[config.mk]
export PLATFORM = sky130hd
export DESIGN_NAME = velocidad_param
export DESIGN_NICKNAME = d
export VERILOG_FILES = /design/src/rtl/velocidad_param.sv
export SDC_FILE = /design/constraint.sdc
export NUM_CORES = 1
export LEC_CHECK = 0
export ABC_AREA = 1
export CORE_MARGIN = 5
export CORE_UTILIZATION = 55
export DETAILED_ROUTE_END_ITERATION = 16
export MAX_ROUTING_LAYER = met4
export PLACE_DENSITY = 0.83
export SLEW_MARGIN = 5
export SYNTH_ARGS = -nofsm -noshare
export SYNTH_HDL_FRONTEND = slang
export SYNTH_SLANG_ARGS = --single-unit
export TNS_END_PERCENT = 10
[constraint.sdc]
create_clock -name clock -period 6.75 [get_ports clock]
set_input_delay 1.35 -clock clock [delete_from_list [all_inputs] [get_ports clock]]
set_output_delay 1.35 -clock clock [all_outputs]
set_load 0.005 [all_outputs]
[src/rtl/velocidad_param.sv]
// velocidad_param: speed meter driven by a wrapping odometer.
// Each change of desplazamiento, or a full TIMEOUT window without change,
// closes a measurement window. The speed (0.1 km/h units) is computed as
// delta*K/elapsed with K = CLK_HZ*36, using a 1-cycle multiply followed by
// an NW-cycle restoring divider. One measurement can wait in a pending slot
// while the divider is busy; later arrivals overwrite it and set overrun.
//
// state | meaning
// IDLE  | divider free, waiting for a measurement in the pending slot
// MUL   | numerator delta*K formed
// DIV   | restoring division, one quotient bit per cycle, NW cycles
// DONE  | result published, next measurement picked up if one is waiting
module velocidad_param #(
  parameter int DW      = 16,
  parameter int CW      = 32,
  parameter int CLK_HZ  = 50_000_000,
  parameter int TIMEOUT = 50_000_000,
  parameter int VW      = 24
) (
  input  logic          clock,
  input  logic          reset,
  input  logic [DW-1:0] desplazamiento,
  output logic [VW-1:0] velocidad,
  output logic          velocidad_valid,
  output logic          impulso,
  output logic          ocupado,
  output logic          detenido,
  output logic          overrun
);

  localparam longint K  = longint'(CLK_HZ) * 36;
  localparam int     NW = DW + $clog2(K + 1);
  localparam int     QW = (NW > VW) ? NW : VW;
  localparam int     BW = $clog2(NW + 1);
  localparam logic [NW-1:0] K_N      = NW'(K);
  localparam logic [QW-1:0] V_MAX    = QW'({VW{1'b1}});
  localparam logic [CW-1:0] CNT_LAST = CW'(TIMEOUT - 1);

  typedef enum logic [1:0] {IDLE, MUL, DIV, DONE} stateT;

  logic          primed;
  logic [DW-1:0] prev;
  logic [CW-1:0] cnt;
  logic          changeEv;
  logic          timeoutEv;
  logic          eventNow;
  logic [DW-1:0] deltaNow;
  logic [CW-1:0] elapsedNow;

  stateT         state;
  logic          slotFull;
  logic          slotTimeout;
  logic [DW-1:0] slotDelta;
  logic [CW-1:0] slotElapsed;
  logic          takeSlot;

  logic [DW-1:0] curDelta;
  logic          curTimeout;
  logic [CW-1:0] divisor;
  logic [NW-1:0] quot;
  logic [CW-1:0] rem;
  logic [BW-1:0] bitCnt;

  logic [CW:0]   remShift;
  logic          remGe;
  logic [NW-1:0] quotNext;
  logic [QW-1:0] quotWide;
  logic [VW-1:0] satResult;

  // Change has priority over timeout; nothing fires until prev is primed.
  assign changeEv   = primed && (desplazamiento != prev);
  assign timeoutEv  = primed && !changeEv && (cnt == CNT_LAST);
  assign eventNow   = changeEv || timeoutEv;
  assign deltaNow   = desplazamiento - prev;
  assign elapsedNow = cnt + CW'(1);

  // The slot is consumed whenever the divider can start a new job.
  assign takeSlot = slotFull && ((state == IDLE) || (state == DONE));
  assign ocupado  = (state != IDLE);

  // Restoring-division step: remainder always stays below divisor, so CW bits suffice.
  assign remShift  = {rem, quot[NW-1]};
  assign remGe     = (remShift >= {1'b0, divisor});
  assign quotNext  = {quot[NW-2:0], remGe};
  assign quotWide  = QW'(quotNext);
  assign satResult = (quotWide > V_MAX) ? V_MAX[VW-1:0] : quotWide[VW-1:0];

  // Measurement windows: priming, free-running window counter, event pulse.
  always_ff @(posedge clock) begin
    if (reset) begin
      primed  <= 1'b0;
      prev    <= '0;
      cnt     <= '0;
      impulso <= 1'b0;
    end else begin
      impulso <= eventNow;
      if (!primed) begin
        primed <= 1'b1;
        prev   <= desplazamiento;
        cnt    <= '0;
      end else if (eventNow) begin
        prev <= desplazamiento;
        cnt  <= '0;
      end else begin
        cnt <= cnt + CW'(1);
      end
    end
  end

  // Pending slot plus the multiply/divide sequencer with registered results.
  always_ff @(posedge clock) begin
    if (reset) begin
      state           <= IDLE;
      slotFull        <= 1'b0;
      slotTimeout     <= 1'b0;
      slotDelta       <= '0;
      slotElapsed     <= '0;
      overrun         <= 1'b0;
      curDelta        <= '0;
      curTimeout      <= 1'b0;
      divisor         <= '0;
      quot            <= '0;
      rem             <= '0;
      bitCnt          <= '0;
      velocidad       <= '0;
      velocidad_valid <= 1'b0;
      detenido        <= 1'b0;
    end else begin
      velocidad_valid <= 1'b0;

      if (eventNow) begin
        slotFull    <= 1'b1;
        slotDelta   <= deltaNow;
        slotElapsed <= elapsedNow;
        slotTimeout <= timeoutEv;
        if (slotFull && !takeSlot) begin
          overrun <= 1'b1;
        end
      end else if (takeSlot) begin
        slotFull <= 1'b0;
      end

      case (state)
        IDLE, DONE: begin
          if (slotFull) begin
            curDelta   <= slotDelta;
            divisor    <= slotElapsed;
            curTimeout <= slotTimeout;
            state      <= MUL;
          end else begin
            state <= IDLE;
          end
        end
        MUL: begin
          quot   <= NW'(curDelta) * K_N;
          rem    <= '0;
          bitCnt <= '0;
          state  <= DIV;
        end
        DIV: begin
          quot   <= quotNext;
          rem    <= remGe ? CW'(remShift - {1'b0, divisor}) : remShift[CW-1:0];
          bitCnt <= bitCnt + BW'(1);
          if (bitCnt == BW'(NW - 1)) begin
            velocidad       <= satResult;
            detenido        <= curTimeout && (curDelta == '0);
            velocidad_valid <= 1'b1;
            state           <= DONE;
          end
        end
        default: state <= IDLE;
      endcase
    end
  end

endmodule
==> impl_metrics.csv <==
group,metric,value,unit
setup_path,critPathRequiredTime,7170,ps
setup_path,ff2ff_setup_slack,1040,ps
timing,fmax,175,MHz
detailed_routing,routed_wl,55800,µm
logic_synthesis,yosys_warnings,0,
placed_design,port_buffers,46,
clock_tree,path_clk_slew,60,ps
clock_tree,clockRootBuffer,"clkbuf_16",
detailed_routing,num_vias,18545,
floorplanning,core,37400,µm²
timing,tns,0,ps
placed_design,dp_slack,1140,ps
timing,whs,464,ps
logic_synthesis,syn_area_per_cell,7.09,µm²
timing,rsz0062_at_grt,"no",
clock_tree,cts-buffers-inserted,29,
setup_path,r2r_cells,21,
logic_synthesis,synthAdderAreaFrac,24.2,%
timing,setup_viol,0,
setup_path,cp_max_fo,7,
timing,finalCritPeriodShare,84.6,%
logic_synthesis,synth_xor_xnor_area_share,3.05,%
finish,final_common_cell,"nand2_1",
clock_tree,cts_setup_buffers,0,
logic_synthesis,synthTopCellsByArea,"dfxtp_1 (25%), ha_1 (13%), nand2_1 (12%)",
setup_path,start_kind,"register",
floorplanning,rows,71,
detailed_routing,vias_per_cell,5.38,
logic_synthesis,synth_top_family_by_area,"adder cells",
setup_path,crit_start,"curDelta[2]",
logic_synthesis,synth_simple_gate_area_share,22.5,%
setup_path,cp.arrival,6130,ps
logic_synthesis,synthArstFlopShare,0,%
setup_path,rr_endpoint,"quot[37]",
placed_design,gp_congestion,1.03,
timing,post-route-worst-setup-slack,1040,ps
global_route,track_usage,27.6,%
placed_design,dp_hpwl,43700,µm
detailed_routing,drtAntennaViolNets,0,
timing,maxSlewViolCount,0,
logic_synthesis,postSynthCellCount,2916,
logic_synthesis,muxShareOfSynthArea,0,%
logic_synthesis,ys_seq_area_share,25.5,%
global_route,antenna_found_initial,0,
setup_path,critPathKind,"reg2reg",
clock_tree,clock_path_buffers,3,
detailed_routing,drc_errors,0,
floorplanning,ios,47,
detailed_routing,routedWlPerCell,16.2,µm
clock_tree,htree_levels,1,
clock_tree,cts.repair.resized,0,
finish,layout_common_cells,"nand2_1 (665), inv_1 (569), dfxtp_1 (263), a21oi_1 (255), ha_1 (208)",
min_path,min_from,"slotTimeout",
global_route,grt_overflow,0,
finish,finalNetCount,3261,
finish,layout-drive-gt1-share,3.54,%
logic_synthesis,synthFlopType,"dfxtp_1",
global_route,grt_max_degree,79,
setup_path,reg2reg_from,"curDelta[2]",
logic_synthesis,synth_compound_area_share,12.3,%
clock_tree,cts.sinks,263,
finish,n_antenna_cell,0,
timing,finalHoldViolCount,0,
logic_synthesis,synth_area_leader_cell,"dfxtp_1",
logic_synthesis,netlist_area,20700,µm²
logic_synthesis,synth_cell_types,49,
clock_tree,insertion_delay,580,ps
timing,tightest_slew,940,ps
timing,slew_headroom,37.4,%
min_path,min_path_cells,2,
floorplanning,chipWidth,204,µm
floorplanning,dieHeight,204,µm
detailed_routing,drt_iter0_markers,1314,
timing,finClkSkew,13.7,ps
logic_synthesis,synth_top_area_share,25.5,%
run,maxCapViolations,0,
floorplanning,start_util,55.3,%
clock_tree,cts_hold_buf,0,
run_status,status,"finished clean",
min_path,hp-class,"reg2reg",
logic_synthesis,ys_ff_latch,263,
floorplanning,dieArea,41600,µm²
logic_synthesis,syn-num-nets,3262,
finish,n_fill_cell,3385,
finish,area_growth,8.34,%
logic_synthesis,synth_edf_count,0,
global_route,grt_pass1_vias,18366,
clock_tree,tritoncts,"yes",
finish,fin_util,59.9,%
setup_path,crit_path_end,"quot[37]",
global_route,grt_pass1_wl,91600,µm
setup_path,endpoint_kind,"register",
timing,period_needed,5710,ps
detailed_routing,firstDrtPassIters,8,
[final cells by class]
class                   instances  area [µm²]  share of cell area (%)
multi-input cells            1984       12800                    57.3
flip-flops and latches        263        5270                    23.5
inverters                     579        2180                    9.72
clock buffers                  34         774                    3.46
well taps                     511         639                    2.86
repair buffers                 58         548                    2.45
clock inverters                17         151                   0.676
[through the flow]
step	area [µm²]	std cells
after global placement	21500	3395
after CTS	22400	3446
final	22400	3446
after global routing	22400	3446
after detailed placement	21500	3395
after floorplan	20700	2916
[synthesized netlist by cell type, types with 21 or more instances]
cell type    n
dfxtp_1    263
nand2_1    666
a31oi_1     21
o21ai_0    169
nor3_1      27
xnor2_1     26
inv_1      571
nor2_1     179
clkbuf_1    58
ha_1       208
a21oi_1    255
nand3_1    147
nand4_1     26
fa_1       120
xor2_1      46
[registers in the layout, summed over array words and instances, names as in the netlist]
register and flops:
bitCnt 6, cnt 32, curDelta 16, curTimeout 1, detenido 1, divisor 32
impulso 1, overrun 1, prev 16, primed 1, quot 47, rem 32
slotDelta 16, slotElapsed 32, slotFull 1, slotTimeout 1, state 2, velocidad 24
velocidad_valid 1
[worst min path at each step]
| stage | endpoint | slack (ps) |
|---|---|---|
| 2_1_floorplan | divisor[10] | 440 |
| 3_3_place_gp | prev[2] | 450 |
| 3_5_place_dp | slotTimeout | 450 |
| 4_1_cts | slotTimeout | 460 |
| 5_1_grt | prev[4] | 480 |
| 6_report | slotTimeout | 460 |
[cells by family after synthesis]
group	after synthesis
AOI/OAI and AO/OA	479
xor gates and xnor gates	72
adders and majority gates	328
buffers and inverters	669
DFF	263
and+or+nand+nor	1105
[routing by layer]
layer | wire (µm) | part of all wire (%) | track usage (%) | vias up
met5 | 0 | 0 | - | -
met4 | 3110 | 5.6 | 12.5 | 0
met3 | 3480 | 6.2 | 3.78 | 174
met2 | 25800 | 46 | 45.5 | 599
met1 | 23400 | 42 | 34.0 | 8603
li1 | - | - | - | 9169
[worst max-delay path, cell delays in order, from the launching register on]
cell	delay, ps
dfxtp_1	740
inv_1	230
ha_1	430
ha_1	310
inv_1	50
fa_1	460
fa_1	490
inv_1	50
fa_1	540
inv_1	60
fa_1	540
inv_1	50
ha_1	360
nand2_1	130
nor2_1	150
inv_1	80
nor3_1	230
nand3_1	150
nand3_1	180
nor2_1	60
o21ai_0	180
a21oi_1	90
Power is not shown: default switching activity piles up to over one toggle a cycle in this logic, so the estimate is an artifact.
